<file path="src/rtl/door_seq_ctrl.sv">
// Landing door sequencer: opens on arrival, runs the dwell timer, closes with reversal.
// Optional obstruction nudge (reopen limit + buzzer) is enabled by defining DOOR_NUDGE_EN.
module door_seq_ctrl #(
  parameter int TRAVEL_TICKS = 50,
  parameter int MAX_REOPEN   = 3
) (
  input  logic       clk,
  input  logic       _rst,
  input  logic       arr,
  input  logic       open_btn,
  input  logic       close_btn,
  input  logic       obstruct,
  input  logic       tmo,
  output logic       tmr_run,
  output logic       tmr_clr_n,
  output logic       door_open_cmd,
  output logic       door_close_cmd,
  output logic       closed,
  output logic [1:0] status,
  output logic       buzzer
);

  localparam int PW = $clog2(TRAVEL_TICKS + 1);
  localparam logic [PW-1:0] POS_ZERO = PW'(0);
  localparam logic [PW-1:0] POS_ONE  = PW'(1);
  localparam logic [PW-1:0] POS_LAST = PW'(TRAVEL_TICKS - 1);
  localparam logic [PW-1:0] POS_FULL = PW'(TRAVEL_TICKS);

  typedef enum logic [1:0] {
    CLOSED    = 2'd0,
    OPENING   = 2'd1,
    OPEN_WAIT = 2'd2,
    CLOSING   = 2'd3
  } state_t;

  state_t        state_r, state_nxt_s;
  logic [PW-1:0] pos_r, pos_nxt_s;
  logic          arr_d_r, tmo_d_r, hold_r;
  logic          arr_rise_s, tmo_fall_s, req_open_s, reverse_s, nudge_s;

  // Parameter sanity is checked at elaboration so a bad build never produces hardware.
  if (TRAVEL_TICKS < 1 || MAX_REOPEN < 0) begin : g_bad_param
    $error("door_seq_ctrl: TRAVEL_TICKS must be >= 1 and MAX_REOPEN >= 0");
  end

  assign arr_rise_s = arr & ~arr_d_r;
  assign tmo_fall_s = tmo_d_r & ~tmo;
  assign req_open_s = open_btn | obstruct;
  // Once the reopen budget is spent, only an explicit open request may reverse.
  assign reverse_s  = open_btn | (obstruct & ~nudge_s);

`ifdef DOOR_NUDGE_EN
  localparam int RW = $clog2(MAX_REOPEN + 2);
  localparam logic [RW-1:0] REOPEN_MAX = RW'(MAX_REOPEN);

  logic [RW-1:0] reopen_r, reopen_nxt_s;

  assign nudge_s = (reopen_r >= REOPEN_MAX);

  // Reopen counter: cleared whenever the door ends up shut, saturating count of reversals.
  always_comb begin
    reopen_nxt_s = reopen_r;
    if (state_nxt_s == CLOSED) begin
      reopen_nxt_s = {RW{1'b0}};
    end else if ((state_r == CLOSING) && (state_nxt_s == OPENING) && (reopen_r < REOPEN_MAX)) begin
      reopen_nxt_s = reopen_r + RW'(1);
    end else begin
      reopen_nxt_s = reopen_r;
    end
  end
`else
  assign nudge_s = 1'b0;
`endif

  // Next-state and door position; position is clamped so it stays within 0..TRAVEL_TICKS.
  always_comb begin
    state_nxt_s = state_r;
    pos_nxt_s   = pos_r;
    case (state_r)
      CLOSED: begin
        pos_nxt_s = POS_ZERO;
        if (arr_rise_s | (arr & open_btn)) begin
          state_nxt_s = OPENING;
        end else begin
          state_nxt_s = CLOSED;
        end
      end
      OPENING: begin
        // ">=" also covers a reversal taken at full open, which must not overshoot.
        if (pos_r >= POS_LAST) begin
          state_nxt_s = OPEN_WAIT;
          pos_nxt_s   = POS_FULL;
        end else begin
          pos_nxt_s = pos_r + POS_ONE;
        end
      end
      OPEN_WAIT: begin
        if (req_open_s) begin
          state_nxt_s = OPEN_WAIT;
        end else if (close_btn | tmo_fall_s) begin
          state_nxt_s = CLOSING;
        end else begin
          state_nxt_s = OPEN_WAIT;
        end
      end
      CLOSING: begin
        if (reverse_s) begin
          state_nxt_s = OPENING;
        end else if (pos_r <= POS_ONE) begin
          state_nxt_s = CLOSED;
          pos_nxt_s   = POS_ZERO;
        end else begin
          pos_nxt_s = pos_r - POS_ONE;
        end
      end
      default: begin
        state_nxt_s = CLOSED;
        pos_nxt_s   = POS_ZERO;
      end
    endcase
  end

  // State, edge-detect history and outputs; outputs are the decode of the next state so
  // they always equal the decode of the state register.
  always_ff @(posedge clk) begin
    if (!_rst) begin
      state_r        <= CLOSED;
      pos_r          <= POS_ZERO;
      arr_d_r        <= 1'b0;
      tmo_d_r        <= 1'b0;
      hold_r         <= 1'b0;
      tmr_run        <= 1'b0;
      tmr_clr_n      <= 1'b0;
      door_open_cmd  <= 1'b0;
      door_close_cmd <= 1'b0;
      closed         <= 1'b1;
      status         <= 2'd0;
      buzzer         <= 1'b0;
`ifdef DOOR_NUDGE_EN
      reopen_r       <= {RW{1'b0}};
`endif
    end else begin
      state_r        <= state_nxt_s;
      pos_r          <= pos_nxt_s;
      arr_d_r        <= arr;
      tmo_d_r        <= tmo;
      hold_r         <= req_open_s;
      tmr_run        <= (state_nxt_s == OPEN_WAIT) & ~req_open_s;
      tmr_clr_n      <= (state_nxt_s == OPEN_WAIT) & ~req_open_s;
      door_open_cmd  <= (state_nxt_s == OPENING);
      door_close_cmd <= (state_nxt_s == CLOSING);
      closed         <= (state_nxt_s == CLOSED);
      status         <= state_nxt_s;
`ifdef DOOR_NUDGE_EN
      reopen_r       <= reopen_nxt_s;
      buzzer         <= (state_nxt_s == CLOSING) & (reopen_nxt_s >= REOPEN_MAX);
`else
      buzzer         <= 1'b0;
`endif
    end
  end

  // hold_r mirrors the timer-hold condition seen by the dwell timer outputs.
  logic hold_unused_s;
  assign hold_unused_s = hold_r;

endmodule

</file>
<file path="config.mk">
export PLATFORM = sky130hd
export DESIGN_NAME = door_seq_ctrl
export DESIGN_NICKNAME = d
export VERILOG_FILES = /design/src/rtl/door_seq_ctrl.sv
export SDC_FILE = /design/constraint.sdc
export NUM_CORES = 1
export LEC_CHECK = 0
export ABC_AREA = 1
export BUFFER_PORTS_ARGS = -buffer_cell sky130_fd_sc_hd__buf_2
export CORE_UTILIZATION = 55
export CTS_BUF_LIST = sky130_fd_sc_hd__clkbuf_16
export CTS_CLUSTER_SIZE = 24
export DETAILED_ROUTE_END_ITERATION = 10
export PLACE_DENSITY = 0.77
export SYNTH_ARGS = -nofsm -noshare
export SYNTH_HDL_FRONTEND = slang
export SYNTH_SLANG_ARGS = --single-unit
</file>
<file path="constraint.sdc">
create_clock -name clk -period 1.8 [get_ports clk]
set_clock_uncertainty 0.2 [all_clocks]
set_input_delay 0.09 -clock clk [delete_from_list [all_inputs] [get_ports clk]]
set_output_delay 0.09 -clock clk [all_outputs]
set_load 0.02 [all_outputs]
</file>
==> results of run 1 <==
worst max-delay path, cell delays in order, from the launching register on:
cell	delay [ns]
dfxtp_1	0.33
inv_1	0.12
ha_2	0.25
inv_1	0.07
nand2_1	0.09
inv_1	0.05
nor2_1	0.11
nand2_1	0.07
nand2_2	0.08
nand2_2	0.06
nand3_2	0.09
inv_1	0.05
cells by family (layout without fill, tap and decap cells):
logic type	Yosys count	after routing	synth area share
AND/OR/NAND/NOR	86	86	0.430
buffers and inverters	40	59	0.173
flip-flops	14	14	0.276
AO/OA/AOI/OAI	10	10	0.0543
adder cells (fa/ha/maj)	3	3	0.0370
XOR/XNOR	3	3	0.0259
other	1	1	0.00370
metal layers:
layer  track usage  wire, µm  vias up
met1         0.268       935      430
met2         0.432      1140       26
met3        0.0560        92        6
met4         0.145        34        0
li1              -         -      509
met5             0         0        -
layout make-up:
cell class                      instances  area (µm²)
Multi-Input combinational cell        103         562
Fill cell                             148         502
Sequential cell                        14         282
Timing Repair Buffer                   21         143
Inverter                               34         129
Clock buffer                            3        75.1
Tap cell                               25        31.3
Clock inverter                          1        3.75
sequential cells by signal (all words and copies together) (netlist names):
name	flops
closed	1
tmr_clr_n	1
tmo_d_r	1
arr_d_r	1
state_r	2
pos_r	6
door_close_cmd	1
door_open_cmd	1
metrics by stage:
stage | power [mW] | std cells | setup slack, ns | hold WS (ns)
finish | 0.860 | 201 | 0.126 | 0.103
detailed placement | 0.430 | 190 | 0.127 | 0.0907
floorplan | 0.407 | 157 | 0.250 | -0.0165
CTS | 0.865 | 201 | 0.0716 | 0.104
global route | 0.895 | 201 | 0.0249 | 0.126
global placement | 0.427 | 190 | 0.175 | 0.0819
report_power, final:
group / internal [mW] / switching [mW] / leakage, nW
sequential: 0.321 / 0.00622 / 0.115
clock: 0.294 / 0.128 / 0.0385
combinational: 0.0460 / 0.0662 / 0.579
total: 0.660 / 0.200 / 0.733
repair_timing:
item	in CTS	in global routing
gates resized for setup	0	2
endpoints found under the setup margin	0	7
hold buffers	7	0
hold endpoints to repair	5	0
cells in the final DEF (no fill, tap or decap), types with 2 or more instances in the layout:
master	netlist	routed
inv_1	28	28
xor2_1	3	3
dfxtp_1	14	13
nand2_1	42	42
buf_2	1	13
nand3_4	2	2
nand3_2	3	3
clkbuf_16	0	3
nand3_1	16	16
dlygate4sd3_1	0	7
o21ai_0	4	4
nor2_1	13	13
ha_1	3	2
nand2_2	3	3
clkinv_1	2	3
o21ai_1	3	3
nor2_2	2	2
inv_2	3	3
worst min path at each step:
stage | end | cells past startpoint
after floorplan | arr_d_r$_SDFF_PN0_ | 2
after global placement | arr_d_r$_SDFF_PN0_ | 3
after detailed placement | tmo_d_r$_SDFF_PN0_ | 3
after CTS | door_open_cmd$_SDFF_PN0_ | 5
after global routing | door_open_cmd$_SDFF_PN0_ | 5
final | door_open_cmd$_SDFF_PN0_ | 5
==> metrics.md, run 1 <==
| Metric | Value |
|---|---|
| Min-delay src | `open_btn` |
| DR DRC count | `0` |
| Crit Path Category | `flip-flop to flip-flop` |
| RD Place Congestion | `0.894` |
| WP data arrival | `about 1.6 ns` |
| Port bufs | `13` |
| Synth area leader | `dfxtp_1` |
| Clock Sinks | `14` |
| Number of synthesized flops with an enable pin | `0` |
| Remaining Overflow, GRT | `0` |
| Starting Density | `0.588` |
| Gr usage total | `0.246` |
| CTS HTree Levels | `1` |
| PwrDens | `approximately 700 nW/µm²` |
| DP Area | `1070 µm²` |
| Pre-antenna DRT Iters | `4` |
| Clk slew on worst S/H paths | `0.05 ns` |
| Area grow syn2layout | `20.7%` |
| CP endpoint kind | `flip-flop` |
| Worst Setup EP | `state_r[0]$_SDFF_PN0_` |
| Max-slew violation count | `0` |
| Crit-path max FO | `4` |
| Total core area | `1730 µm²` |
| Max clock buf depth | `2` |
| Seq/Total Area, Yosys | `0.276` |
| Reg-to-Reg Start | `pos_r[1]$_SDFFE_PN0P_` |
| DR vias/cell | `4.83` |
| Initial antenna violation count | `0` |
| Top cell type's share of synthesized area | `0.276` |
| CP Launch Point | `pos_r[1]$_SDFFE_PN0P_` |
| Synth Register Bits | `14` |
| Maxcap violations | `0` |
| Iter 0 DRT Violations | `17` |
| Core Rows | `15` |
| ANT cells | `0` |
| Nets | `187` |
| Critical Path Start Type | `flip-flop` |
| Top-count cell post-synth | `nand2_1` |
| Worst EP required | `1.74 ns` |
| Post-CTS Setup Inserts | `0` |
| Status | `finished clean` |
| Largest net degree at the start of global routing | `13` |
| Post-layout util | `0.709` |
| Clk_lat worst skew | `0.24 ns` |
| Post-DRT Antenna Nets | `0` |
| Vias in the first global route | `~880` |
| Final Setup Violations | `0` |
| Clock tree root driver cell | `clkbuf_16` |
| Fin Setup TNS | `0 ns` |
| HPWL Detailed | `1530 µm` |
| Peak VDD IR | `0.640 mV` |
| Critical R2R Capture | `state_r[0]$_SDFF_PN0_` |
| Async SR Flop Fraction | `0` |
| Worst Hold Class | `primary input to flip-flop` |
| Fmax | `between 500 and 600 MHz` |
| Post-synth top cells | `42 x nand2_1, 28 x inv_1, 16 x nand3_1, 14 x dfxtp_1, 13 x nor2_1` |
| Synth Instances | `157` |
| Area contributors post-synth | `dfxtp_1 28%, nand2_1 16%, inv_1 10%, nand3_1 7.9%, nor2_1 4.8%` |
| TritonCTS clock tree | `yes` |
| P_leak | `between 0.7 and 0.8 nW` |
| R2R depth | `11` |
| RSZ-0062 raised after global routing | `no` |
| First-pass GRT wire length | `3490 µm` |
| Synth Cell Area | `1010 µm²` |
| CTS Buf Count | `3` |
| Die width | `45.0 µm` |
| YS warnings | `0` |
| Die height | `approximately 45 µm` |
| Final hold viol count | `0` |
| Layout cell share with drive strength beyond 1 | `0.205` |
| Avg Cell Area, Syn | `6.46 µm²` |
| Fin crit period | `1.67 ns` |
| R2R setup slack | `0.13 ns` |
| Crit share post-route | `0.930` |
| Vias | `971` |
| Top Ports | `15` |
| Synth Flop Type | `dfxtp_1` |
| Mapped Nets | `about 170` |
| Post-route cell area | `1220 µm²` |
| Final WL | `2200 µm` |
| Unique masters post-synth | `28` |
| Die area | `a little over 2000 µm²` |
| DR WL/cell | `about 11 µm` |
No activity file was read; power rests on OpenSTA's default activity.
==> run 2: changes to the inputs <==
--- a/config.mk
+++ b/config.mk
@@ -7,11 +7,12 @@
 export LEC_CHECK = 0
 export ABC_AREA = 1
 export BUFFER_PORTS_ARGS = -buffer_cell sky130_fd_sc_hd__buf_2
-export CORE_UTILIZATION = 55
+export CORE_UTILIZATION = 50
 export CTS_BUF_LIST = sky130_fd_sc_hd__clkbuf_16
 export CTS_CLUSTER_SIZE = 24
 export DETAILED_ROUTE_END_ITERATION = 10
-export PLACE_DENSITY = 0.77
+export PLACE_DENSITY = 0.71
+export SLEW_MARGIN = 20
 export SYNTH_ARGS = -nofsm -noshare
 export SYNTH_HDL_FRONTEND = slang
 export SYNTH_SLANG_ARGS = --single-unit
==> run 2 against run 1 <==
  * Register-to-register slack better by 0.04 ns
  * Count of clock-buffer cells in the layout stayed put
  * Wire length is 1.6% lower
  * Clock power hardly changed
  * Maximum frequency is 1.5% lower
  * First-iteration DRC count is 12% higher
  * Sequential power hardly changed
  * Combinational power hardly changed
  * Cell count is 0.50% higher
  * Die area is 9.6% higher
  * Critical path type is now primary input to flip-flop
==> metrics.md, run 2 (same netlist as run 1, synthesis figures left out) <==
| Metric | Value |
|---|---|
| Max reg flops | `6` |
| Remaining Overflow, GRT | `0` |
| Clk slew on worst S/H paths | `0.05 ns` |
| Slowest-stage cell, CP | `dlygate4sd3_1` |
| Pre-antenna DRT Iters | `5` |
| Max-slew violation count | `0` |
| Crit share post-route | `0.944` |
| Largest reg by FF count | `pos_r` |
| Worst EP required | `1.73 ns` |
| Critical Path Start Type | `primary input` |
| Max clock buf depth | `2` |
| Post-CTS Setup Inserts | `0` |
| Die area | `between 2000 and 2500 µm²` |
| Gr usage total | `0.229` |
| DR vias/cell | `4.76` |
| Port bufs | `13` |
| Critical R2R Capture | `pos_r[2]$_SDFFE_PN0P_` |
| Post-DRT Antenna Nets | `0` |
| Final Setup Violations | `0` |
| TritonCTS clock tree | `yes` |
| RSZ-0062 raised after global routing | `no` |
| Clock tree root driver cell | `clkbuf_16` |
| CTS HTree Levels | `1` |
| CP top delay family | `simple AND/OR/NAND/NOR gates` |
| Worst Setup EP | `pos_r[1]$_SDFFE_PN0P_` |
| Peak VDD IR | `0.880 mV` |
| Area grow syn2layout | `21.3%` |
| R2R depth | `11` |
| Placed cells | `roughly 190` |
| CP endpoint kind | `flip-flop` |
| DR DRC count | `0` |
| Vias | `962` |
| WP data arrival | `between 1.5 and 2 ns` |
| Fin Setup TNS | `0 ns` |
| Multi-input logic area | `562 µm²` |
| Commonest non-fill, non-tap cells in the layout | `42 x nand2_1, 28 x inv_1, 16 x nand3_1` |
| Nets | `approximately 190` |
| PwrDens | `699 nW/µm²` |
| Clock Sinks | `14` |
| Critical path depth in cells | `8` |
| ANT cells | `0` |
| Iter 0 DRT Violations | `19` |
| Crit-path max FO | `11` |
| Die height | `47.1 µm` |
| Status | `finished clean` |
| Fillers | `179` |
| Starting Density | `0.557` |
| Crit Path Category | `primary input to flip-flop` |
| Largest net degree at the start of global routing | `13` |
| CP Launch Point | `obstruct` |
| CP bufs+invs | `2` |
| Vias in the first global route | `832` |
| Reg-to-Reg Start | `pos_r[1]$_SDFFE_PN0P_` |
| Initial antenna violation count | `0` |
| Top Ports | `15` |
| Die width | `about 47 µm` |
| Worst path max stage delay | `around 0.53 ns` |
| CP cell instances | `dlygate4sd3_1 > buf_2 > nor2_2 > nand2_1 > nand2_1 > nand3_1 > nor2_1 > nor2_1` |
| DR WL/cell | `approximately 11 µm` |
| CTS Buf Count | `3` |
| Clk_lat worst skew | `~0.25 ns` |
| Final hold viol count | `0` |
| First-pass GRT wire length | `3500 µm` |
| DP Area | `1080 µm²` |
| Total core area | `approximately 1800 µm²` |
| R2R setup slack | `roughly 0.17 ns` |
| Worst Hold Class | `primary input to flip-flop` |
| P_leak | `0.738 nW` |
| Core Rows | `15` |
| FF+latch area | `280 µm²` |
| Fin crit period | `around 1.7 ns` |
| HPWL Detailed | `1570 µm` |
| Final WL | `between 2000 and 2500 µm` |
| Post-route cell area | `1230 µm²` |
| Maxcap violations | `0` |
| RD Place Congestion | `roughly 0.87` |
| Layout cell share with drive strength beyond 1 | `0.203` |
| Top flop regs | `pos_r: 6 flops, state_r: 2 flops` |
| Post-layout util | `0.676` |
| Fmax | `a little under 600 MHz` |
| Most common cell after layout, fill and taps aside | `nand2_1` |
| Final std cells w/o fill | `202` |
## run 2: metal layers
layer / track usage / up-vias / wire, µm
li1: - / 509 / -
met1: 0.279 / 427 / 996
met2: 0.381 / 21 / 1050
met3: 0.0731 / 5 / 84
met4: 0.0800 / 0 / 27
met5: 0 / - / 0
## run 2: how the worst min path moves through the flow
stage,slack (ns),end,start,depth (start not counted)
after floorplan,-0.02,arr_d_r$_SDFF_PN0_,arr,2
after global placement,0.08,tmo_d_r$_SDFF_PN0_,tmo,3
after detailed placement,0.08,arr_d_r$_SDFF_PN0_,arr,3
after CTS,0.13,door_open_cmd$_SDFF_PN0_,open_btn,5
after global routing,0.18,door_open_cmd$_SDFF_PN0_,open_btn,5
final,0.12,door_open_cmd$_SDFF_PN0_,open_btn,5
## run 2: power by group
group | internal [mW] | switching [mW] | total [mW]
Sequential | 0.320 | 0.00526 | 0.326
Clock | 0.294 | 0.128 | 0.421
Combinational | 0.0474 | 0.0658 | 0.113
## run 2: tightest hold or removal path, stage by stage
cell	delay [ns]
buf_2	0.09
nor2_2	0.05
nand3_1	0.09
nand3_2	0.10
nor2_1	0.10
## run 2: stage by stage
stage               power [mW]  hold slack, ns  worst slack, ns
floorplan                0.407         -0.0165            0.250
global placement         0.429          0.0817            0.208
detailed placement       0.432          0.0832            0.131
CTS                      0.862           0.131            0.110
global route             0.893           0.183          0.00159
finish                   0.860           0.121            0.101
## run 2: final cells by class
cell class | count | area share
multi-input combinational | 103 | 0.456
sequential | 14 | 0.228
timing repair buffer | 22 | 0.122
inverter | 34 | 0.105
clock buffer | 3 | 0.0610
tap | 25 | 0.0254
clock inverter | 1 | 0.00305
## run 2: timing repair
| item | 4_1_cts | 5_1_grt |
|---|---|---|
| hold buffers | 7 | 0 |
| gates resized for setup | 0 | 1 |
| setup endpoints to repair | 0 | 1 |
| endpoints found under the hold margin | 4 | 0 |
